`src/rtl/sensor_pkg.sv`:
```
// Shared types for the sensor acquisition path: sample width, sample type
// and the SPI acquisition FSM states.
package sensor_pkg;
  localparam int SENSOR_DATA_W = 16;

  typedef logic [SENSOR_DATA_W-1:0] sensor_sample_t;

  typedef enum logic [1:0] {IDLE, SETUP, SHIFT, DONE} acq_state_t;
endpackage

```
`src/rtl/sensor_tick_gen.sv`:
```
// Free-running period timer: one-cycle tick every SAMPLE_PERIOD cycles while
// enable is high, held at zero while enable is low.
module sensor_tick_gen #(
  parameter int SAMPLE_PERIOD = 1000
) (
  input  logic clk,
  input  logic rst,
  input  logic enable,
  output logic tick
);
  localparam int CNT_W = (SAMPLE_PERIOD > 1) ? $clog2(SAMPLE_PERIOD) : 1;
  localparam logic [CNT_W-1:0] CNT_LAST = CNT_W'(SAMPLE_PERIOD - 1);

  logic [CNT_W-1:0] cnt_q, cnt_d;

  always_comb begin
    tick  = 1'b0;
    cnt_d = cnt_q + CNT_W'(1);
    if (!enable) begin
      cnt_d = '0;
    end else if (cnt_q == CNT_LAST) begin
      tick  = 1'b1;
      cnt_d = '0;
    end
  end

  always_ff @(posedge clk or posedge rst) begin
    if (rst) cnt_q <= '0;
    else     cnt_q <= cnt_d;
  end
endmodule

```
`src/rtl/sensor_acq_spi.sv`:
```
// Periodic SPI mode-0 ADC reader: one DATA_W-bit MSB-first conversion per tick,
// presented as sensor_data with a one-cycle data_valid strobe.
module sensor_acq_spi
  import sensor_pkg::*;
#(
  parameter int DATA_W        = SENSOR_DATA_W,
  parameter int CLK_DIV       = 4,
  parameter int CS_SETUP      = 2,
  parameter int SAMPLE_PERIOD = 1000
) (
  input  logic              clk,
  input  logic              rst,
  input  logic              enable,
  input  logic              overrun_clr,
  input  logic              spi_miso,
  output logic              spi_sclk,
  output logic              spi_cs_n,
  output logic [DATA_W-1:0] sensor_data,
  output logic              data_valid,
  output logic              busy,
  output logic              overrun
);
  localparam int CW    = 16;
  localparam int BIT_W = $clog2(DATA_W);
  localparam logic [CW-1:0]    SETUP_LAST = (CS_SETUP > 0) ? CW'(CS_SETUP - 1) : '0;
  localparam logic [CW-1:0]    DIV_LAST   = CW'(CLK_DIV - 1);
  localparam logic [BIT_W-1:0] BIT_LAST   = BIT_W'(DATA_W - 1);

  logic tick;

  sensor_tick_gen #(
    .SAMPLE_PERIOD(SAMPLE_PERIOD)
  ) u_tick (
    .clk   (clk),
    .rst   (rst),
    .enable(enable),
    .tick  (tick)
  );

  acq_state_t        state_q;
  logic [CW-1:0]     cnt_q;
  logic [BIT_W-1:0]  bit_q;
  logic [DATA_W-1:0] shift_q;
  logic [DATA_W-1:0] data_q;
  logic              sclk_q, cs_n_q, busy_q, dv_q, ovr_q;

  always_ff @(posedge clk or posedge rst) begin
    if (rst) begin
      state_q <= IDLE;
      cnt_q   <= '0;
      bit_q   <= '0;
      shift_q <= '0;
      data_q  <= '0;
      sclk_q  <= 1'b0;
      cs_n_q  <= 1'b1;
      busy_q  <= 1'b0;
      dv_q    <= 1'b0;
      ovr_q   <= 1'b0;
    end else begin
      dv_q <= 1'b0;
      // A tick that finds the converter busy is dropped; setting beats clearing.
      if (tick && busy_q)   ovr_q <= 1'b1;
      else if (overrun_clr) ovr_q <= 1'b0;

      case (state_q)
        IDLE: begin
          if (tick) begin
            cs_n_q  <= 1'b0;
            busy_q  <= 1'b1;
            sclk_q  <= 1'b0;
            cnt_q   <= '0;
            bit_q   <= '0;
            state_q <= (CS_SETUP == 0) ? SHIFT : SETUP;
          end
        end
        SETUP: begin
          if (cnt_q == SETUP_LAST) begin
            cnt_q   <= '0;
            state_q <= SHIFT;
          end else begin
            cnt_q <= cnt_q + CW'(1);
          end
        end
        SHIFT: begin
          if (cnt_q == DIV_LAST) begin
            cnt_q <= '0;
            if (!sclk_q) begin
              sclk_q  <= 1'b1;
              shift_q <= {shift_q[DATA_W-2:0], spi_miso};
            end else begin
              sclk_q <= 1'b0;
              if (bit_q == BIT_LAST) begin
                state_q <= DONE;
                cs_n_q  <= 1'b1;
                data_q  <= shift_q;
                dv_q    <= 1'b1;
              end else begin
                bit_q <= bit_q + BIT_W'(1);
              end
            end
          end else begin
            cnt_q <= cnt_q + CW'(1);
          end
        end
        DONE: begin
          busy_q  <= 1'b0;
          state_q <= IDLE;
        end
        default: state_q <= IDLE;
      endcase
    end
  end

  assign spi_sclk    = sclk_q;
  assign spi_cs_n    = cs_n_q;
  assign sensor_data = data_q;
  assign data_valid  = dv_q;
  assign busy        = busy_q;
  assign overrun     = ovr_q;
endmodule

```
`config.mk`:
```
export PLATFORM = sky130hd
export DESIGN_NAME = sensor_acq_spi
export DESIGN_NICKNAME = d
export VERILOG_FILES = /design/src/rtl/sensor_pkg.sv /design/src/rtl/sensor_tick_gen.sv /design/src/rtl/sensor_acq_spi.sv
export SDC_FILE = /design/constraint.sdc
export NUM_CORES = 1
export LEC_CHECK = 0
export BUFFER_PORTS_ARGS = -buffer_cell sky130_fd_sc_hd__buf_2
export CAP_MARGIN = 25
export CORE_AREA = 2 2 89 91
export CTS_CLUSTER_DIAMETER = 80
export DETAILED_ROUTE_END_ITERATION = 6
export DIE_AREA = 0 0 91 93
export GPL_TIMING_DRIVEN = 0
export HOLD_SLACK_MARGIN = 0.03
export PLACE_DENSITY_LB_ADDON = 0.12
export SLEW_MARGIN = 20
export SYNTH_ARGS = -nofsm -noshare
export SYNTH_HDL_FRONTEND = slang
export SYNTH_SLANG_ARGS = --single-unit
```
`constraint.sdc`:
```
create_clock -name clk -period 4.15 [get_ports clk]
set_clock_uncertainty 0.1 [all_clocks]
set_input_delay 0.6225 -clock clk [delete_from_list [all_inputs] [get_ports clk]]
set_output_delay 0.6225 -clock clk [all_outputs]
set_load 0.02 [all_outputs]
```
==> results of run 1 <==
## metrics by stage
stage / total power [uW] / util, % / std cells / hold slack (ps)
after floorplan: 705 / - / 292 / 355
after global routing: 1360 / 51.9 / 435 / 146
after detailed placement: 716 / 48.9 / 420 / 385
after CTS: 1330 / 51.9 / 435 / 137
after global placement: 712 / 48.5 / 419 / 374
final: 1310 / 51.9 / 435 / 142
## state kept, by name, indices dropped and copies added (netlist names), 2 cells and up
register      flops
bit_q             4
cnt_q            16
shift_q          16
u_tick.cnt_q     10
sensor_data      16
state_q           2
## cells by family (layout without fill, tap and decap cells)
| group | count (synthesis) | in the layout | share of synthesized area, % |
|---|---|---|---|
| flops | 69 | 69 | 50.8 |
| compound gates | 50 | 50 | 11.5 |
| fa+ha+maj | 9 | 9 | 3.31 |
| buf+inv | 21 | 62 | 3.28 |
| xor+xnor | 8 | 8 | 2.06 |
| simple gates | 102 | 102 | 17.2 |
| mux | 33 | 33 | 11.8 |
## synthesized netlist by cell type, types with 3 or more instances
cell and number:
sky130_fd_sc_hd__o21ai_0 10, sky130_fd_sc_hd__and3_1 11, sky130_fd_sc_hd__and4_1 5, sky130_fd_sc_hd__nand4_1 6
sky130_fd_sc_hd__dfrtp_1 68, sky130_fd_sc_hd__nor2b_1 3, sky130_fd_sc_hd__clkbuf_1 3, sky130_fd_sc_hd__mux2_4 8
sky130_fd_sc_hd__xnor2_1 5, sky130_fd_sc_hd__o31ai_1 3, sky130_fd_sc_hd__o311ai_0 7, sky130_fd_sc_hd__nand3_1 21
sky130_fd_sc_hd__buf_2 5, sky130_fd_sc_hd__nand2_1 21, sky130_fd_sc_hd__nor4_2 3, sky130_fd_sc_hd__nor2_1 19
sky130_fd_sc_hd__inv_1 9, sky130_fd_sc_hd__ha_1 9, sky130_fd_sc_hd__a21oi_1 4, sky130_fd_sc_hd__a22o_1 6
sky130_fd_sc_hd__xor2_1 3, sky130_fd_sc_hd__a21o_1 4, sky130_fd_sc_hd__mux2_2 24
## worst max-delay path by stage
stage,cells after the start,endpoint,start
final,7,shift_q[8],cnt_q[0]
after global routing,7,shift_q[8],cnt_q[0]
after CTS,7,shift_q[8],cnt_q[0]
after detailed placement,7,shift_q[0],cnt_q[0]
after global placement,2,cnt_q[7],rst
after floorplan,1,bit_q[0],rst
## where the power goes
group          internal, uW  switching (uW)  total [uW]  leakage [uW]
logic                  6.78            17.9        24.7      0.000945
clock network           353             253         606      0.000105
registers               674            2.90         677      0.000901
total                  1030             274        1310       0.00195
## cell type report
type | count | area (um^2) | share of cell area [%]
sequential | 69 | 1730 | 44.3
multi-input combinational | 202 | 1560 | 40.0
timing repair buffer | 26 | 153 | 3.91
clock buffer | 10 | 138 | 3.53
tap | 102 | 128 | 3.27
clock inverter | 5 | 83.8 | 2.15
buffer | 12 | 77.6 | 1.99
inverter | 9 | 36.3 | 0.929
## routing by layer
metal / global-route usage [%] / vias to the layer above
met4: 7.58 / 0
met5: 0 / -
met3: 3.14 / 11
met2: 26.8 / 23
li1: - / 1153
met1: 21.5 / 1137
## cells in the final DEF (no fill, tap or decap), types with 3 or more instances in the layout
cell and instances:
sky130_fd_sc_hd__dfrtp_1 68, sky130_fd_sc_hd__buf_2 30, sky130_fd_sc_hd__mux2_2 24, sky130_fd_sc_hd__nand3_1 21, sky130_fd_sc_hd__nand2_1 21, sky130_fd_sc_hd__nor2_1 19
sky130_fd_sc_hd__and3_1 11, sky130_fd_sc_hd__o21ai_0 10, sky130_fd_sc_hd__clkbuf_8 10, sky130_fd_sc_hd__ha_1 9, sky130_fd_sc_hd__mux2_4 8, sky130_fd_sc_hd__inv_1 8
sky130_fd_sc_hd__o311ai_0 7, sky130_fd_sc_hd__nand4_1 6, sky130_fd_sc_hd__a22o_1 6, sky130_fd_sc_hd__and4_1 5, sky130_fd_sc_hd__xnor2_1 5, sky130_fd_sc_hd__a21o_1 4
sky130_fd_sc_hd__a21oi_1 4, sky130_fd_sc_hd__clkbuf_1 3, sky130_fd_sc_hd__nor4_2 3, sky130_fd_sc_hd__o31ai_1 3, sky130_fd_sc_hd__nor2b_1 3, sky130_fd_sc_hd__xor2_1 3
==> load_flow_metrics.sql, run 1 <==
INSERT INTO impl_metrics (metric_group, metric, value, unit) VALUES
('worst_setup_path', 'worstPathArrival', '2660', 'ps'),
('floorplanning', 'die_h', '93', 'um'),
('worst_setup_path', 'regToRegStartpoint', 'cnt_q[0]', ''),
('floorplanning', 'initial_util', '45.2', '%'),
('worst_setup_path', 'path_common_cell', 'sky130_fd_sc_hd__buf_4', ''),
('layout', 'filler_cell_count', '710', ''),
('worst_hold_path', 'hp-class', 'in2async', ''),
('worst_setup_path', 'critPathSlowestCell', 'sky130_fd_sc_hd__dfrtp_1', ''),
('synth', 'synth_async_sr_flop_share', '100', '%'),
('job', 'timing.max_cap.violations', '0', ''),
('clocking', 'htree_num_levels', '3', ''),
('timing', 'timing.final.hold_violations', '0', ''),
('timing', 'maxClockFrequency', '0.393', 'GHz'),
('worst_setup_path', 'worst_r2r_path_depth', '7', ''),
('timing', 'drv_slew', '0', ''),
('routing', 'drtPass1Iterations', '4', ''),
('global_routing', 'grt_util_all_layers', '16.5', '%'),
('timing', 'tightest_slew', '571', 'ps'),
('clocking', 'clk_root_buffer_cell', 'sky130_fd_sc_hd__clkbuf_8', ''),
('timing', 'min_period', '2540', 'ps'),
('synth', 'synth_top_cell_by_area', 'sky130_fd_sc_hd__dfrtp_1', ''),
('power', 'power.static_leakage', '0.00195', 'uW'),
('worst_setup_path', 'r2r_setup_slack', '1610', 'ps'),
('place', 'dpl-instance-area', '0.00368', 'mm^2'),
('clocking', 'cts_sinks', '69', ''),
('synth', 'synth-seq-area-share', '50.8', '%'),
('routing', 'met2RoutedLength', '2.93', 'mm'),
('clocking', 'cts_resized', '0', ''),
('clocking', 'cts_inserted_buffers', '9', ''),
('global_routing', 'grt.overflow.total', '0', ''),
('clocking', 'clkTransAtPathRegs', '70', 'ps'),
('timing', 'fin_tns_setup', '0', 'ps'),
('layout', 'insertedDiodeCount', '0', ''),
('timing', 'worst_slack', '1610', 'ps'),
('synth', 'synthesized_instance_count', '292', ''),
('routing', 'route.vias.total', '2324', ''),
('synth', 'synth_cell_type_count', '52', ''),
('clocking', 'ctsLongestPathBuffers', '2', ''),
('floorplanning', 'die-width', '91', 'um'),
('layout', 'synthToLayoutAreaGrowth', '14.8', '%'),
('layout', 'post_route_cells_drive_above_1_share', '29.1', '%'),
('worst_setup_path', 'worst-setup-path-type', 'reg2reg', ''),
('place', 'buffer_ports.inserted', '25', ''),
('synth', 'synth_fp_nets', '306', ''),
('routing', 'routed_wirelength', '6.30', 'mm'),
('timing', 'finalCritPeriodShare', '61.2', '%'),
('synth', 'number_of_enable_flip_flop_cells_after_synthesis', '0', ''),
('synth', 'cell_area_after_synthesis', '0.00340', 'mm^2'),
('worst_setup_path', 'startpoint_type', 'flop', ''),
('global_routing', 'first_global_vias', '2334', ''),
('floorplanning', 'fp.dieArea', '0.00846', 'mm^2'),
('synth', 'synth_top_cell_area_share', '50.1', '%'),
('worst_setup_path', 'timing.critical_path.fanout_max', '10', ''),
('global_routing', 'maximum_number_of_pins_on_one_net_before_global_route_repair', '49', ''),
('place', 'detailedPlace.worstSlack', '1630', 'ps'),
('worst_setup_path', 'critPathCaptureType', 'flop', ''),
('synth', 'yosysWarningCount', '0', ''),
('synth', 'synth.top_cells.by_area', 'sky130_fd_sc_hd__dfrtp_1 (50%), sky130_fd_sc_hd__mux2_2 (7.9%), sky130_fd_sc_hd__mux2_4 (3.5%)', ''),
('routing', 'drt_drc_violations_left', '0', ''),
('clocking', 'cts_setup_buffers', '0', ''),
('routing', 'highest-signal-layer', 'met4', ''),
('routing', 'wirelength_met1', '3.11', 'mm'),
('worst_setup_path', 'delay_heaviest_family_cp', 'simple AND/OR/NAND/NOR gates', ''),
('synth', 'post_synth.cell_area_avg', '11.6', 'um^2'),
('worst_setup_path', 'worst_ep_required_time', '4270', 'ps'),
('status', 'outcome', 'complete, no violations', ''),
('place', 'hpwl', '4.37', 'mm'),
('floorplanning', 'io_pins', '26', ''),
('worst_setup_path', 'crit_buf_inv', '2', ''),
('power', 'vdd.ir_drop.worst', '196', 'uV'),
('synth', 'synth_seq_cells', '69', '');
No activity file was read; power rests on OpenSTA's default activity.
==> inputs of run 2 (changes only) <==
==> constraint.sdc (replaced) <==
create_clock -name clk -period 2.2 [get_ports clk]
set_clock_uncertainty 0.1 [all_clocks]
set_input_delay 0.33 -clock clk [delete_from_list [all_inputs] [get_ports clk]]
set_output_delay 0.33 -clock clk [all_outputs]
set_load 0.02 [all_outputs]
==> load_flow_metrics.sql, run 2 (same netlist as run 1, synthesis figures left out) <==
INSERT INTO impl_metrics (metric_group, metric, value, unit) VALUES
('status', 'outcome', 'complete, no violations', ''),
('global_routing', 'global_route.usage.met1', '22.1', '%'),
('worst_setup_path', 'timing.critical_path.fanout_max', '10', ''),
('worst_hold_path', 'hp-class', 'in2reg', ''),
('routing', 'route.detailed.wl_per_inst', '14.8', 'um'),
('layout', 'synthToLayoutAreaGrowth', '21.5', '%'),
('global_routing', 'met2_usage', '26.0', '%'),
('routing', 'antenna_left', '0', ''),
('global_routing', 'maximum_number_of_pins_on_one_net_before_global_route_repair', '46', ''),
('place', 'place.gp.congestion', '0.798', ''),
('global_routing', 'grt_first_pass_wirelength', '11.0', 'mm'),
('clocking', 'clock_latency', '340', 'ps'),
('clocking', 'cts_inserted_buffers', '9', ''),
('layout', 'layout.cells.most_common_list', 'sky130_fd_sc_hd__dfrtp_1 (65), sky130_fd_sc_hd__buf_2 (28), sky130_fd_sc_hd__mux2_2 (24)', ''),
('floorplanning', 'io_pins', '26', ''),
('layout', 'post_route_cells_drive_above_1_share', '35.0', '%'),
('routing', 'drt_drc_violations_left', '0', ''),
('floorplanning', 'die-width', '91', 'um'),
('worst_setup_path', 'worst-setup-path-type', 'reg2reg', ''),
('worst_setup_path', 'startpoint_type', 'flop', ''),
('routing', 'initial_detailed_routing_violation_count', '66', ''),
('floorplanning', 'initial_util', '45.2', '%'),
('timing', 'slew_headroom', '69.9', '%'),
('clocking', 'clkTransAtPathRegs', '70', 'ps'),
('routing', 'drtPass1Iterations', '4', ''),
('place', 'detailedPlace.worstSlack', '-350', 'ps'),
('floorplanning', 'placementRows', '32', ''),
('layout', 'layout.nets', '356', ''),
('global_routing', 'grt_busiest_layer', 'met2', ''),
('power', 'power_per_cell_area', '621', 'mW/mm^2'),
('clocking', 'clk_root_buffer_cell', 'sky130_fd_sc_hd__clkbuf_8', ''),
('timing', 'drv_slew', '0', ''),
('routing', 'route.vias.total', '2381', ''),
('timing', 'timing.final.hold_violations', '0', ''),
('timing', 'worst_slack', '76.5', 'ps'),
('timing', 'finalCritPeriodShare', '96.5', '%'),
('clocking', 'clock_tree_from_tritoncts', 'done', ''),
('worst_setup_path', 'critPathCaptureType', 'flop', ''),
('job', 'timing.max_cap.violations', '0', ''),
('global_routing', 'groute.layer.met3.usage', '3.14', '%'),
('timing', 'tightest_slew', '450', 'ps'),
('clocking', 'htree_num_levels', '3', ''),
('worst_setup_path', 'worstPathArrival', '2250', 'ps'),
('clocking', 'ctsLongestPathBuffers', '2', ''),
('layout', 'layout_commonest_cell', 'sky130_fd_sc_hd__dfrtp_1', ''),
('clocking', 'cts_sinks', '69', ''),
('routing', 'detail_route.vias_per_cell', '5.31', ''),
('layout', 'filler_cell_count', '694', ''),
('floorplanning', 'fp.dieArea', '0.00846', 'mm^2'),
('routing', 'routed_wirelength', '6.64', 'mm'),
('timing', 'min_period', '2120', 'ps'),
('global_routing', 'grt_util_all_layers', '16.3', '%'),
('floorplanning', 'die_h', '93', 'um'),
('power', 'power.static_leakage', '0.00206', 'uW'),
('power', 'vdd.ir_drop.worst', '403', 'uV'),
('place', 'dpl-instance-area', '0.00368', 'mm^2'),
('global_routing', 'grt.overflow.total', '0', ''),
('place', 'buffer_ports.inserted', '25', ''),
('global_routing', 'first_global_vias', '2320', ''),
('timing', 'maxClockFrequency', '0.471', 'GHz'),
('layout', 'finalInstanceArea', '0.00413', 'mm^2'),
('timing', 'setup_viol', '0', ''),
('worst_setup_path', 'worst_ep_required_time', '2320', 'ps'),
('global_routing', 'grt_antenna_before_repair', '0', ''),
('place', 'hpwl', '4.46', 'mm'),
('floorplanning', 'core_region_area', '0.00753', 'mm^2'),
('layout', 'insertedDiodeCount', '0', '');
run 2: changes by cell type in the layout (fill, tap and decap cells not counted), sizes merged:
cell / previous run / this run
clkbuf: 13 / 12
clkinv: 0 / 1
clkinvlp: 2 / 1
dlygate4sd3: 0 / 1
bufinv: 2 / 3
buf: 35 / 47
run 2: cell type report:
| cell class | count | area (um^2) | share of cell area, % |
|---|---|---|---|
| plain buffers | 10 | 78.8 | 1.91 |
| clock inverters | 6 | 111 | 2.70 |
| flip-flops and latches | 69 | 1730 | 41.9 |
| well taps | 102 | 128 | 3.09 |
| repair buffers | 41 | 268 | 6.48 |
| inverters | 9 | 36.3 | 0.878 |
| multi-input cells | 202 | 1650 | 40.0 |
| clock buffers | 9 | 124 | 3.00 |
run 2: final timing paths:
path,slack (ps),start,endpoint,cells after the start
max,80,u_tick.cnt_q[0],state_q[1],6
min,80,overrun_clr,overrun,2
max reg2reg,80,u_tick.cnt_q[0],state_q[1],6
min reg2reg,390,spi_cs_n,spi_cs_n,2
max in group asynchronous,1010,rst,spi_cs_n,4
min in group asynchronous,420,rst,u_tick.cnt_q[3],3
run 2: power breakdown:
| part | switching (uW) | internal, uW |
|---|---|---|
| clock | 486 | 749 |
| sequential | 5.42 | 1270 |
| combinational | 36.5 | 19.1 |
run 2: what timing repair did:
action / 4_1_cts / 5_1_grt
buffers inserted: 5 / 9
setup endpoints to repair: 56 / 45
hold buffers: 1 / 0
pin swaps: 3 / 8
gates resized for setup: 14 / 9
hold endpoints to repair: 24 / 0
run 2: metal layers:
layer	vias up	routed length (um)
met2	25	3190
met5	-	0
li1	1173	-
met3	10	132
met4	0	104
met1	1173	3210
run 2: per-stage QoR:
stage	hold WS [ps]	utilization, %	std cells	setup TNS, ps	power [uW]
final	77.9	54.9	448	0	2570
after floorplan	337	-	292	0	1330
after global routing	106	54.9	448	-4.69	2650
after global placement	371	48.5	419	-66840	1340
after CTS	64.4	53.6	439	-19.4	2600
after detailed placement	236	48.9	420	-11830	1350
run 2: critical path, cell delays in order (launching register included):
cell and delay [ps]:
sky130_fd_sc_hd__dfrtp_1 400, sky130_fd_sc_hd__ha_4 180, sky130_fd_sc_hd__nand4b_4 130, sky130_fd_sc_hd__o41a_4 520
sky130_fd_sc_hd__a21o_1 210, sky130_fd_sc_hd__a21oi_2 140, sky130_fd_sc_hd__mux2_1 330
==> inputs of run 3 (changes only) <==
--- a/config.mk
+++ b/config.mk
@@ -14,6 +14,7 @@
 export GPL_TIMING_DRIVEN = 0
 export HOLD_SLACK_MARGIN = 0.03
 export PLACE_DENSITY_LB_ADDON = 0.12
+export SETUP_SLACK_MARGIN = 0.15
 export SLEW_MARGIN = 20
 export SYNTH_ARGS = -nofsm -noshare
 export SYNTH_HDL_FRONTEND = slang
==> constraint.sdc (replaced) <==
create_clock -name clk -period 2.2 [get_ports clk]
set_clock_uncertainty 0.1 [all_clocks]
set_input_delay 0.22 -clock clk [delete_from_list [all_inputs] [get_ports clk]]
set_output_delay 0.22 -clock clk [all_outputs]
set_load 0.02 [all_outputs]
==> load_flow_metrics.sql, run 3 (same netlist as run 1, synthesis figures left out) <==
INSERT INTO impl_metrics (metric_group, metric, value, unit) VALUES
('timing', 'slew_headroom', '73.8', '%'),
('worst_setup_path', 'critPathSlowestCell', 'sky130_fd_sc_hd__o41a_4', ''),
('clocking', 'cts_inserted_buffers', '9', ''),
('global_routing', 'grt_antenna_before_repair', '0', ''),
('routing', 'route.detailed.wl_per_inst', '15.3', 'um'),
('place', 'buffer_ports.inserted', '25', ''),
('routing', 'detail_route.vias_per_cell', '5.33', ''),
('routing', 'routed_wirelength', '7.36', 'mm'),
('global_routing', 'grt_busiest_layer', 'met2', ''),
('worst_setup_path', 'crit_buf_inv', '1', ''),
('timing', 'rsz_0062_raised_after_global_routing', 'yes', ''),
('worst_setup_path', 'worstPathArrival', '2260', 'ps'),
('layout', 'layout_commonest_cell', 'sky130_fd_sc_hd__dfrtp_1', ''),
('worst_setup_path', 'worst-setup-path-type', 'reg2reg', ''),
('job', 'timing.max_cap.violations', '0', ''),
('place', 'place.gp.congestion', '0.773', ''),
('layout', 'filler_cell_count', '618', ''),
('timing', 'setup_viol', '0', ''),
('routing', 'route.vias.total', '2562', ''),
('timing', 'timing.final.hold_violations', '0', ''),
('global_routing', 'met2_usage', '27.3', '%'),
('global_routing', 'grt.overflow.total', '0', ''),
('global_routing', 'groute.layer.met3.usage', '3.30', '%'),
('timing', 'min_period', '2120', 'ps'),
('timing', 'drv_slew', '0', ''),
('timing', 'worst_slack', '79.4', 'ps'),
('global_routing', 'maximum_number_of_pins_on_one_net_before_global_route_repair', '31', ''),
('clocking', 'clkTransAtPathRegs', '80', 'ps'),
('worst_setup_path', 'critPathCaptureType', 'flop', ''),
('layout', 'insertedDiodeCount', '0', ''),
('global_routing', 'first_global_vias', '2418', ''),
('clocking', 'clock_tree_from_tritoncts', 'done', ''),
('layout', 'synthToLayoutAreaGrowth', '37.4', '%'),
('floorplanning', 'initial_util', '45.2', '%'),
('layout', 'instances_no_fill', '481', ''),
('place', 'detailedPlace.worstSlack', '-112', 'ps'),
('layout', 'area.sequential', '0.00173', 'mm^2'),
('worst_setup_path', 'delay_heaviest_family_cp', 'compound AO/OA/AOI/OAI gates', ''),
('clocking', 'cts_sinks', '69', ''),
('worst_setup_path', 'worst_ep_required_time', '2340', 'ps'),
('routing', 'antenna_left', '0', ''),
('worst_setup_path', 'startpoint_type', 'flop', ''),
('clocking', 'ctsLongestPathBuffers', '2', ''),
('layout', 'post_route_cells_drive_above_1_share', '45.6', '%'),
('floorplanning', 'core_region_area', '0.00753', 'mm^2'),
('floorplanning', 'die_h', '93', 'um'),
('routing', 'drt_drc_violations_left', '0', ''),
('worst_setup_path', 'cpPeakStageDelay', '460', 'ps'),
('floorplanning', 'fp.dieArea', '0.00846', 'mm^2'),
('worst_hold_path', 'hp-class', 'in2reg', ''),
('worst_setup_path', 'timing.critical_path.cells', 'ha_4 > nand4b_4 > o41a_4 > buf_8 > a21o_1 > a21oi_2 > mux2_4', ''),
('global_routing', 'global_route.usage.met1', '24.2', '%'),
('timing', 'finalCritPeriodShare', '96.4', '%'),
('layout', 'multi_input_area', '0.00184', 'mm^2'),
('routing', 'initial_detailed_routing_violation_count', '95', ''),
('layout', 'layout.nets', '388', ''),
('clocking', 'clk_root_buffer_cell', 'sky130_fd_sc_hd__clkbuf_8', ''),
('floorplanning', 'placementRows', '32', ''),
('timing', 'tightest_slew', '393', 'ps'),
('power', 'power.static_leakage', '0.00229', 'uW'),
('global_routing', 'grt_util_all_layers', '17.6', '%'),
('floorplanning', 'die-width', '91', 'um'),
('layout', 'layout.cells.most_common_list', 'sky130_fd_sc_hd__dfrtp_1 (63), sky130_fd_sc_hd__buf_4 (36), sky130_fd_sc_hd__buf_2 (26)', ''),
('timing', 'maxClockFrequency', '0.472', 'GHz'),
('power', 'vdd.ir_drop.worst', '288', 'uV'),
('power', 'power_per_cell_area', '543', 'mW/mm^2'),
('floorplanning', 'io_pins', '26', ''),
('place', 'dpl.cell_count', '421', ''),
('global_routing', 'grt_first_pass_wirelength', '11.8', 'mm'),
('place', 'hpwl', '4.47', 'mm'),
('routing', 'drtPass1Iterations', '4', ''),
('worst_setup_path', 'timing.critical_path.fanout_max', '3', ''),
('clocking', 'clock_latency', '340', 'ps'),
('status', 'outcome', 'complete, no violations', ''),
('clocking', 'htree_num_levels', '3', '');
run 3: cell types whose count changed in the layout (fill, tap and decap cells not counted), moves of 4 or more:
cell	previous run	this run
sky130_fd_sc_hd__buf_6	1	6
sky130_fd_sc_hd__mux2_2	24	8
sky130_fd_sc_hd__buf_4	15	36
sky130_fd_sc_hd__mux2_4	8	25
sky130_fd_sc_hd__o311ai_0	7	0
sky130_fd_sc_hd__o311ai_1	0	5
sky130_fd_sc_hd__buf_12	0	4
run 3: final cells by class:
cell class              count  area share (%)
clock buffers              10            2.95
clock inverters             6            2.01
plain buffers              12            2.92
repair buffers             71            12.0
inverters                   9           0.804
multi-input cells         202            39.5
flip-flops and latches     69            37.1
well taps                 102            2.73
run 3: final timing paths:
kind,from,endpoint,slack (ps),cells past startpoint
worst max-delay path,u_tick.cnt_q[0],state_q[1],80,7
worst min-delay path,enable,u_tick.cnt_q[1],50,2
worst max register to register,u_tick.cnt_q[0],state_q[1],80,7
worst min register to register,sensor_data[2],sensor_data[2],400,1
max in group asynchronous,rst,cnt_q[7],1050,5
min in group asynchronous,rst,bit_q[3],260,3
run 3: where the power goes:
group / total, uW / leakage (uW) / switching [uW] / internal (uW)
combinational: 67.6 / 0.00128 / 39.1 / 28.5
clock: 1190 / 0.000113 / 513 / 677
sequential: 1280 / 0.000894 / 5.49 / 1270
total: 2540 / 0.00229 / 558 / 1980
run 3: layer usage:
layer / up-vias / wire length [um]
met1: 1267 / 3480
met4: 0 / 91
met5: - / 0
met2: 37 / 3600
met3: 8 / 191
li1: 1250 / -
run 3: repair_timing:
action,CTS,global route
endpoints found under the setup margin,52,56
hold endpoints to repair,41,0
cloned,1,2
resized for setup,35,46
setup buffers,21,17
hold buffers,3,0
pin swaps,11,19
run 3: per-stage QoR:
step                TNS (ps)  utilization [%]  cell area (um^2)  hold WS (ps)  total power (uW)
finish                     0             62.0              4670          50.5              2540
global route           -9.70             62.0              4670          52.4              2630
CTS                        0             57.3              4310          31.8              2560
detailed placement     -2080             49.8              3750          86.1              1360
global placement       -1720             49.3              3710           325              1350
floorplan                  0                -              3460           227              1330
